**config.mk**
```make
export PLATFORM = sky130hd
export DESIGN_NAME = bcd_sub_normalizer
export DESIGN_NICKNAME = d
export VERILOG_FILES = /design/src/rtl/bcd_pkg.sv /design/src/rtl/bcd_digit_step.sv /design/src/rtl/bcd_sub_normalizer.sv
export SDC_FILE = /design/constraint.sdc
export NUM_CORES = 1
export LEC_CHECK = 0
export ABC_AREA = 1
export CORE_MARGIN = 2
export CORE_UTILIZATION = 30
export DETAILED_ROUTE_END_ITERATION = 8
export GPL_TIMING_DRIVEN = 0
export SLEW_MARGIN = 20
export SYNTH_ARGS = -nofsm -noshare
export SYNTH_HDL_FRONTEND = slang
export SYNTH_SLANG_ARGS = --single-unit
export TNS_END_PERCENT = 20
```
**constraint.sdc**
```tcl
create_clock -name clk -period 2.92 [get_ports clk]
set_input_delay 0.438 -clock clk [delete_from_list [all_inputs] [get_ports clk]]
set_output_delay 0.438 -clock clk [all_outputs]
set_load 0.03 [all_outputs]
```
**src/rtl/bcd_pkg.sv**
```systemverilog
// rtl/bcd_pkg.sv - shared BCD digit types, FSM states and constants
package bcd_pkg;

    typedef logic [3:0] bcd_digit_t;

    typedef enum logic [1:0] {IDLE, CORR, COMP, DONE} norm_state_e;

    localparam int BCD_MAX   = 9;
    localparam int BCD_CORR  = 6;
    localparam int BCD_RADIX = 10;

    function automatic logic digit_bad(input bcd_digit_t d);
        return d > 4'(BCD_MAX);
    endfunction

endpackage

```
**src/rtl/bcd_digit_step.sv**
```systemverilog
// rtl/bcd_digit_step.sv - one-digit cell: borrow correction or ten's-complement step
module bcd_digit_step
    import bcd_pkg::*;
(
    input  logic       comp_mode,
    input  bcd_digit_t a,
    input  bcd_digit_t s,
    input  bcd_digit_t r,
    input  logic       b_in,
    output bcd_digit_t d,
    output logic       b_out,
    output logic       bad
);

    logic [4:0] sub_t;
    logic [4:0] t;

    always_comb begin
        sub_t = {1'b0, s} + {4'b0, b_in};
        t     = {1'b0, a} + {4'b0, b_in};
        d     = r;
        b_out = 1'b0;
        bad   = 1'b0;
        if (comp_mode) begin
            // a is the corrected digit d_k; 10 - t wraps mod 16 for out-of-range inputs
            b_out = (t != 5'd0);
            d     = (t == 5'd0) ? 4'd0 : 4'(5'(BCD_RADIX) - t);
        end else begin
            b_out = ({1'b0, a} < sub_t);
            d     = b_out ? (r - 4'(BCD_CORR)) : r;
            bad   = digit_bad(a) | digit_bad(s);
        end
    end

endmodule

```
**src/rtl/bcd_sub_normalizer.sv**
```systemverilog
// rtl/bcd_sub_normalizer.sv - serial BCD correction and sign/magnitude conversion of a raw difference
module bcd_sub_normalizer
    import bcd_pkg::*;
#(
    parameter int WIDTH = 32
) (
    input  logic             clk,
    input  logic             rst_n,
    input  logic             in_valid,
    output logic             in_ready,
    input  logic [WIDTH-1:0] x,
    input  logic [WIDTH-1:0] y,
    input  logic [WIDTH-1:0] raw_diff,
    output logic             out_valid,
    input  logic             out_ready,
    output logic [WIDTH-1:0] result,
    output logic             negative,
    output logic             invalid
);

    localparam int DIGITS = WIDTH / 4;
    localparam int IW     = (DIGITS > 1) ? $clog2(DIGITS) : 1;

    norm_state_e      state;
    logic [WIDTH-1:0] xs, ys, rs, acc;
    logic [IW-1:0]    digit_idx;
    logic             b;

    bcd_digit_t       step_d;
    logic             step_b, step_bad;
    logic             comp_mode;
    logic             last;
    logic [WIDTH-1:0] next_acc;

    assign comp_mode = (state == COMP);
    assign last      = (digit_idx == IW'(DIGITS - 1));
    // Digits are consumed from the bottom nibble and shifted in from the top, LSD first
    assign next_acc  = {step_d, acc[WIDTH-1:4]};

    bcd_digit_step u_step (
        .comp_mode (comp_mode),
        .a         (comp_mode ? acc[3:0] : xs[3:0]),
        .s         (ys[3:0]),
        .r         (rs[3:0]),
        .b_in      (b),
        .d         (step_d),
        .b_out     (step_b),
        .bad       (step_bad)
    );

    always_ff @(posedge clk or negedge rst_n) begin
        if (!rst_n) begin
            state     <= IDLE;
            in_ready  <= 1'b1;
            out_valid <= 1'b0;
            result    <= '0;
            negative  <= 1'b0;
            invalid   <= 1'b0;
            xs        <= '0;
            ys        <= '0;
            rs        <= '0;
            acc       <= '0;
            digit_idx <= '0;
            b         <= 1'b0;
        end else begin
            case (state)
                IDLE: begin
                    if (in_valid) begin
                        xs        <= x;
                        ys        <= y;
                        rs        <= raw_diff;
                        acc       <= '0;
                        digit_idx <= '0;
                        b         <= 1'b0;
                        negative  <= 1'b0;
                        invalid   <= 1'b0;
                        in_ready  <= 1'b0;
                        state     <= CORR;
                    end
                end
                CORR: begin
                    xs      <= xs >> 4;
                    ys      <= ys >> 4;
                    rs      <= rs >> 4;
                    acc     <= next_acc;
                    invalid <= invalid | step_bad;
                    if (last) begin
                        negative  <= step_b;
                        digit_idx <= '0;
                        b         <= 1'b0;
                        if (step_b) begin
                            state <= COMP;
                        end else begin
                            result    <= next_acc;
                            out_valid <= 1'b1;
                            state     <= DONE;
                        end
                    end else begin
                        digit_idx <= digit_idx + 1'b1;
                        b         <= step_b;
                    end
                end
                COMP: begin
                    acc <= next_acc;
                    b   <= step_b;
                    if (last) begin
                        digit_idx <= '0;
                        result    <= next_acc;
                        out_valid <= 1'b1;
                        state     <= DONE;
                    end else begin
                        digit_idx <= digit_idx + 1'b1;
                    end
                end
                DONE: begin
                    if (out_ready) begin
                        out_valid <= 1'b0;
                        in_ready  <= 1'b1;
                        state     <= IDLE;
                    end
                end
                default: state <= IDLE;
            endcase
        end
    end

endmodule
```
==> results of run 1 <==
kinds of logic after synthesis:
kind of cell,count (synthesis),share of synthesized area
simple gates,399,0.207
compound gates,175,0.146
flops,170,0.548
buf+inv,122,0.0705
fa+ha+maj,16,0.0258
xor+xnor,3,0.00338
metal layers:
metal  vias up  share of wire  track usage  routed length [um]
met5         -              0            0                   0
li1       3217              -            -                   -
met3        11          0.048       0.0306                 954
met1      3035           0.48        0.207                9410
met2       143           0.47        0.254                9270
met4         0         0.0089       0.0383                 177
repair_timing:
item | 4_1_cts | 5_1_grt
hold endpoints to repair | 19 | 0
setup endpoints to repair | 0 | 33
resized for setup | 0 | 3
hold buffers | 1 | 0
metrics by stage:
step / cells / total power [mW] / hold WS, ps
final: 1385 / 12.4 / 422
after global routing: 1385 / 13.5 / 415
after CTS: 1385 / 12.5 / 413
after detailed placement: 1352 / 10.1 / 276
after global placement: 1350 / 9.98 / 466
after floorplan: 885 / 8.22 / 142
worst register-to-register path: stages (launching register included):
cell	delay (ps)
dfrtp_1	430
inv_2	120
ha_4	180
inv_2	60
buf_6	140
nand2_1	80
nand2_1	50
ha_1	200
ha_1	320
inv_1	70
ha_1	140
nand2_1	90
nor2_4	100
nand3_2	100
nand3_4	120
nand2_8	100
buf_6	180
nand2_1	70
o21ai_2	50
registers in the layout, summed over array words and instances (netlist names):
name,count
acc,32
result,32
rs,32
xs,32
ys,32
digit_idx,3
state,2
b,1
in_ready,1
invalid,1
negative,1
out_valid,1
cell type report:
class	instances	area (um2)
buffer	53	289
fill	2520	15100
multi-input combinational	593	2980
clock buffer	18	429
inverter	69	259
clock inverter	14	181
sequential	170	4260
tap	330	413
timing repair buffer	138	1420
cell usage after synthesis, types with 2 or more instances:
cell,instances,area (um2)
nand2_1,270,1010
nor2_1,91,342
buf_2,18,90.1
a22o_1,2,17.5
clkbuf_1,27,101
xor2_1,2,17.5
a31oi_1,85,532
buf_6,6,67.6
nand3_1,16,80.1
dfrtp_1,169,4230
buf_8,2,30.0
inv_1,67,251
ha_1,16,200
o21ai_2,29,254
nand2_2,12,75.1
o21ai_0,29,145
nand3b_1,2,15.0
o22ai_1,26,163
nand4_1,2,12.5
a21oi_1,4,20.0
how the worst max path moves through the flow:
stage	start	to	slack (ps)	cells past startpoint
global route	state[0]$_DFFE_PN0P_	result[30]$_DFFE_PN0P_	-7	18
CTS	state[0]$_DFFE_PN0P_	result[6]$_DFFE_PN0P_	60	18
global placement	rst_n	rs[29]$_DFFE_PN0P_	-5820	1
floorplan	state[0]$_DFFE_PN0P_	result[10]$_DFFE_PN0P_	380	18
detailed placement	state[0]$_DFFE_PN0P_	result[19]$_DFFE_PN0P_	70	18
finish	state[0]$_DFFE_PN0P_	result[25]$_DFFE_PN0P_	210	18
power by group:
group	switching, mW	internal (mW)
Combinational	3.84	2.16
Clock	0.985	1.37
Sequential	0.589	3.46
Total	5.42	6.98
==> results.cfg, run 1 <==
[finish]
most-common-layout-cells = 270 x nand2_1, 169 x dfrtp_1, 134 x clkdlybuf4s50_1
final_common_cell = nand2_1
final_area_um2 = 10200
layout-drive-gt1-share = 0.104
nNetsFinal = 1158
post-route-util = 0.404
syn2layout_area_growth_pct = 31.6
antennaDiodeCount = 0

[clock_tree]
cts-root-buf = clkbuf_16
clock_sinks = 170
clock_latency_ps = 420
post_cts_buffers = 0
htreeDepth = 4
cts_tree = built
clk_pin_slew_worst_paths_ps = 70
cts_buffer_depth = 2
numCtsBuffers = 17

[grt]
grt_antenna_before_repair = 0
groute.usage.overall = 0.153
grt_pass1_vias = 6488
grt_pass1_wl_um = 32700
grt_max_degree = 92
overflow = 0

[critical_path]
worst_path_max_delay_cell = dfrtp_1
rrSetupSlack_ps = 210
reg2reg_depth = 18
regToRegStartpoint = state[0]$_DFFE_PN0P_
criticalPathCategory = flop to flop
worstPathRequired_ps = 3230
reg2reg_to = result[25]$_DFFE_PN0P_
startpoint_type = flop
cp_common_cell = nand2_1
worst-path-buf-inv = 5
endpoint_kind = flop
cpPeakStageDelay_ps = 430
critical_path.cell_chain = inv_2, ha_4, inv_2, buf_6, nand2_1, nand2_1, ha_1, ha_1, inv_1, ha_1, nand2_1, nor2_4, nand3_2, nand3_4, nand2_8, buf_6, nand2_1, o21ai_2
crit_family = adder cells
cp_data_arrival_time_ps = 3020
cp_max_fo = 10

[flow_run]
maxCapViolCount = 0

[synth]
ys.flop_type = dfrtp_1
synth-warning-count = 0
netlist_instances = 885
async_reset_ff_frac = 1.00
netlist_area_um2 = 7770
yosysSeqAreaShare = 0.548
synth_edf_count = 0
syn_area_per_cell_um2 = 8.78
synth_cell_types = 30
ys_seq_elements = 170
syn-num-nets = 1001

[drt]
vias = 6406
routedWlPerCell_um = 14.3
wl_um = 19800
first_pass_iters = 4
drtIter0Drc = 377
via_per_inst = 4.63
ant_nets = 0
drc = 0

[timing]
finalSetupViolCount = 0
setup-tns-final_ps = 0
finalClockSkew_ps = 11.7
tightest_slew_ps = 642
setup_ws_ps = 206
drv_slew = 0
hold_viol = 0
max_freq_ghz = 0.368
fin_crit_sh = 0.929
period_minus_slack_ps = 2710
slew_headroom = 0.572

[floorplanning]
std_cell_rows = 58
ios = 136
die_w_um = 165
dieHeight_um = 165
initial_core_util = 0.307
dieArea_um2 = 27200
core_area_um2 = 25300

[place]
numPortBuffers = 135
gp_congestion = 0.822
post-place-ws_ps = 74.1
placedInstanceArea_um2 = 9590
hpwl_um = 14700

[pwr]
vdd_ir_drop_max_v = 0.000490
leakage_nw = 4.55
p_per_area_nw_per_um2 = 1210

[worst_hold_path]
min_path_type = primary input to asynchronous set/reset pin

[status]
status = finished clean
No activity file was read; power rests on OpenSTA's default activity.
==> run 2: changes to the inputs <==
--- a/config.mk
+++ b/config.mk
@@ -8,6 +8,7 @@
 export ABC_AREA = 1
 export CORE_MARGIN = 2
 export CORE_UTILIZATION = 30
+export CTS_BUF_LIST = sky130_fd_sc_hd__clkbuf_16
 export DETAILED_ROUTE_END_ITERATION = 8
 export GPL_TIMING_DRIVEN = 0
 export SLEW_MARGIN = 20
==> run 2 against run 1 <==
- clock power about the same
- count of clock-buffer cells in the layout shrank 1
- sequential cell count is the same
- fmax did not move
- first-iteration DRC count stayed put
- worst hold slack worse by 0.57 ps
- register-to-register slack about the same
- largest power group unchanged
==> results.cfg, run 2 (synthesis results as in run 1) <==
[status]
status = finished clean

[drt]
drtIter0Drc = 377
drc = 0
first_pass_iters = 4
vias = 6406
routedWlPerCell_um = 14.3
ant_nets = 0
wl_um = 19800
via_per_inst = 4.63

[critical_path]
criticalPathCategory = flop to flop
worst_path_max_delay_cell = dfrtp_1
worst-path-buf-inv = 5
crit_family = adder cells
cp_common_cell = nand2_1
cp_max_fo = 10
startpoint_type = flop
cpPeakStageDelay_ps = 430
worstPathRequired_ps = 3230
cp_data_arrival_time_ps = 3020
critical_path.cell_chain = inv_2, ha_4, inv_2, buf_6, nand2_1, nand2_1, ha_1, ha_1, inv_1, ha_1, nand2_1, nor2_4, nand3_2, nand3_4, nand2_8, buf_6, nand2_1, o21ai_2
endpoint_kind = flop

[worst_hold_path]
min_path_type = primary input to asynchronous set/reset pin

[finish]
layout-drive-gt1-share = 0.104
antennaDiodeCount = 0
nNetsFinal = 1158
syn2layout_area_growth_pct = 31.6
post-route-util = 0.404
num-fill-cells = 2520
most-common-layout-cells = 270 x nand2_1, 169 x dfrtp_1, 134 x clkdlybuf4s50_1
final_common_cell = nand2_1

[floorplanning]
dieArea_um2 = 27200
core_area_um2 = 25300
ios = 136
dieHeight_um = 165
initial_core_util = 0.307
std_cell_rows = 58
die_w_um = 165

[place]
numPortBuffers = 135
hpwl_um = 14700
gp_congestion = 0.822

[pwr]
vdd_ir_drop_max_v = 0.000490
power_mw = 12.4
leakage_nw = 4.55
p_per_area_nw_per_um2 = 1210

[timing]
finalSetupViolCount = 0
fin_crit_sh = 0.929
drv_slew = 0
period_minus_slack_ps = 2710
slew_headroom = 0.572
finalClockSkew_ps = 11.7
tightest_slew_ps = 642
hold_viol = 0
max_freq_ghz = 0.368

[clock_tree]
cts_tree = built
clock_sinks = 170
cts-root-buf = clkbuf_16
numCtsBuffers = 17
clk_pin_slew_worst_paths_ps = 70
htreeDepth = 4
cts_buffer_depth = 2
clock_latency_ps = 420

[grt]
grt_pass1_wl_um = 32700
overflow = 0
grt_max_degree = 92
groute.usage.overall = 0.153
grt_antenna_before_repair = 0
grt_pass1_vias = 6488

[flow_run]
maxCapViolCount = 0
-- run 2: cell types whose count changed in the layout (fill, tap and decap cells not counted), sizes merged --
cell,delta
clkbuf,-1
inv,+1
-- run 2: path summary, 6_finish.rpt --
kind                                       startpoint                     end  slack, ps  depth (start not counted)
worst min-delay path                            rst_n  result[15]$_DFFE_PN0P_        420                          2
worst max-delay path             state[0]$_DFFE_PN0P_  result[25]$_DFFE_PN0P_        210                         18
min in group clk                result[7]$_DFFE_PN0P_   result[7]$_DFFE_PN0P_        480                          2
worst min register to register  result[7]$_DFFE_PN0P_   result[7]$_DFFE_PN0P_        480                          2
worst max register to register   state[0]$_DFFE_PN0P_  result[25]$_DFFE_PN0P_        210                         18
max in group asynchronous                       rst_n       ys[7]$_DFFE_PN0P_       1490                          4
-- run 2: metrics by stage --
step	std cells	TNS, ps	hold WS, ps	setup slack (ps)	area, um2
2_1_floorplan	885	0	142	381	7770
6_report	1385	0	421	206	10200
3_3_place_gp	1350	-983110	466	-5820	9530
4_1_cts	1385	0	413	64.0	10200
3_5_place_dp	1352	0	276	74.1	9590
5_1_grt	1385	-7.21	415	-6.58	10200
-- run 2: layout make-up --
type	count	area, um2	area share
Buffer	53	289	0.0283
Clock buffer	17	425	0.0416
Timing Repair Buffer	138	1420	0.139
Sequential cell	170	4260	0.416
Multi-Input combinational cell	593	2980	0.291
Inverter	69	259	0.0253
Clock inverter	15	185	0.0181
Tap cell	330	413	0.0404
-- run 2: per-layer routing --
metal  GRT usage  vias to the layer above  wire (um)
met5           0                        -          0
met3      0.0306                       12        947
li1            -                     3220          -
met1       0.207                     3032       9410
met2       0.254                      142       9280
met4      0.0383                        0        172
-- run 2: power breakdown --
| part | switching (mW) | leakage, nW | internal, mW |
|---|---|---|---|
| logic | 3.84 | 2.18 | 2.16 |
| clock network | 0.986 | 0.294 | 1.36 |
| registers | 0.588 | 2.07 | 3.46 |
| total | 5.42 | 4.55 | 6.97 |
-- run 2: what timing repair did --
item,CTS,global route
setup endpoints to repair,0,33
endpoints found under the hold margin,19,0
resized for setup,0,3
hold buffers,1,0
buffers inserted,0,0
-- run 2: worst register-to-register path: cells and delay by family, from the launching register on --
family,cells,cell delay [ps]
flip-flops,1,430
AND/OR/NAND/NOR,8,710
adder cells (fa/ha/maj),4,840
buffers and inverters,5,570
AO/OA/AOI/OAI,1,50
==> run 3: changes to the inputs <==
--- a/config.mk
+++ b/config.mk
@@ -9,6 +9,7 @@
 export CORE_MARGIN = 2
 export CORE_UTILIZATION = 30
 export CTS_BUF_LIST = sky130_fd_sc_hd__clkbuf_16
+export CTS_CLUSTER_SIZE = 25
 export DETAILED_ROUTE_END_ITERATION = 8
 export GPL_TIMING_DRIVEN = 0
 export SLEW_MARGIN = 20
==> results of run 3 <==
Same layout as run 2: the final DEF is identical, and so are final timing and power.
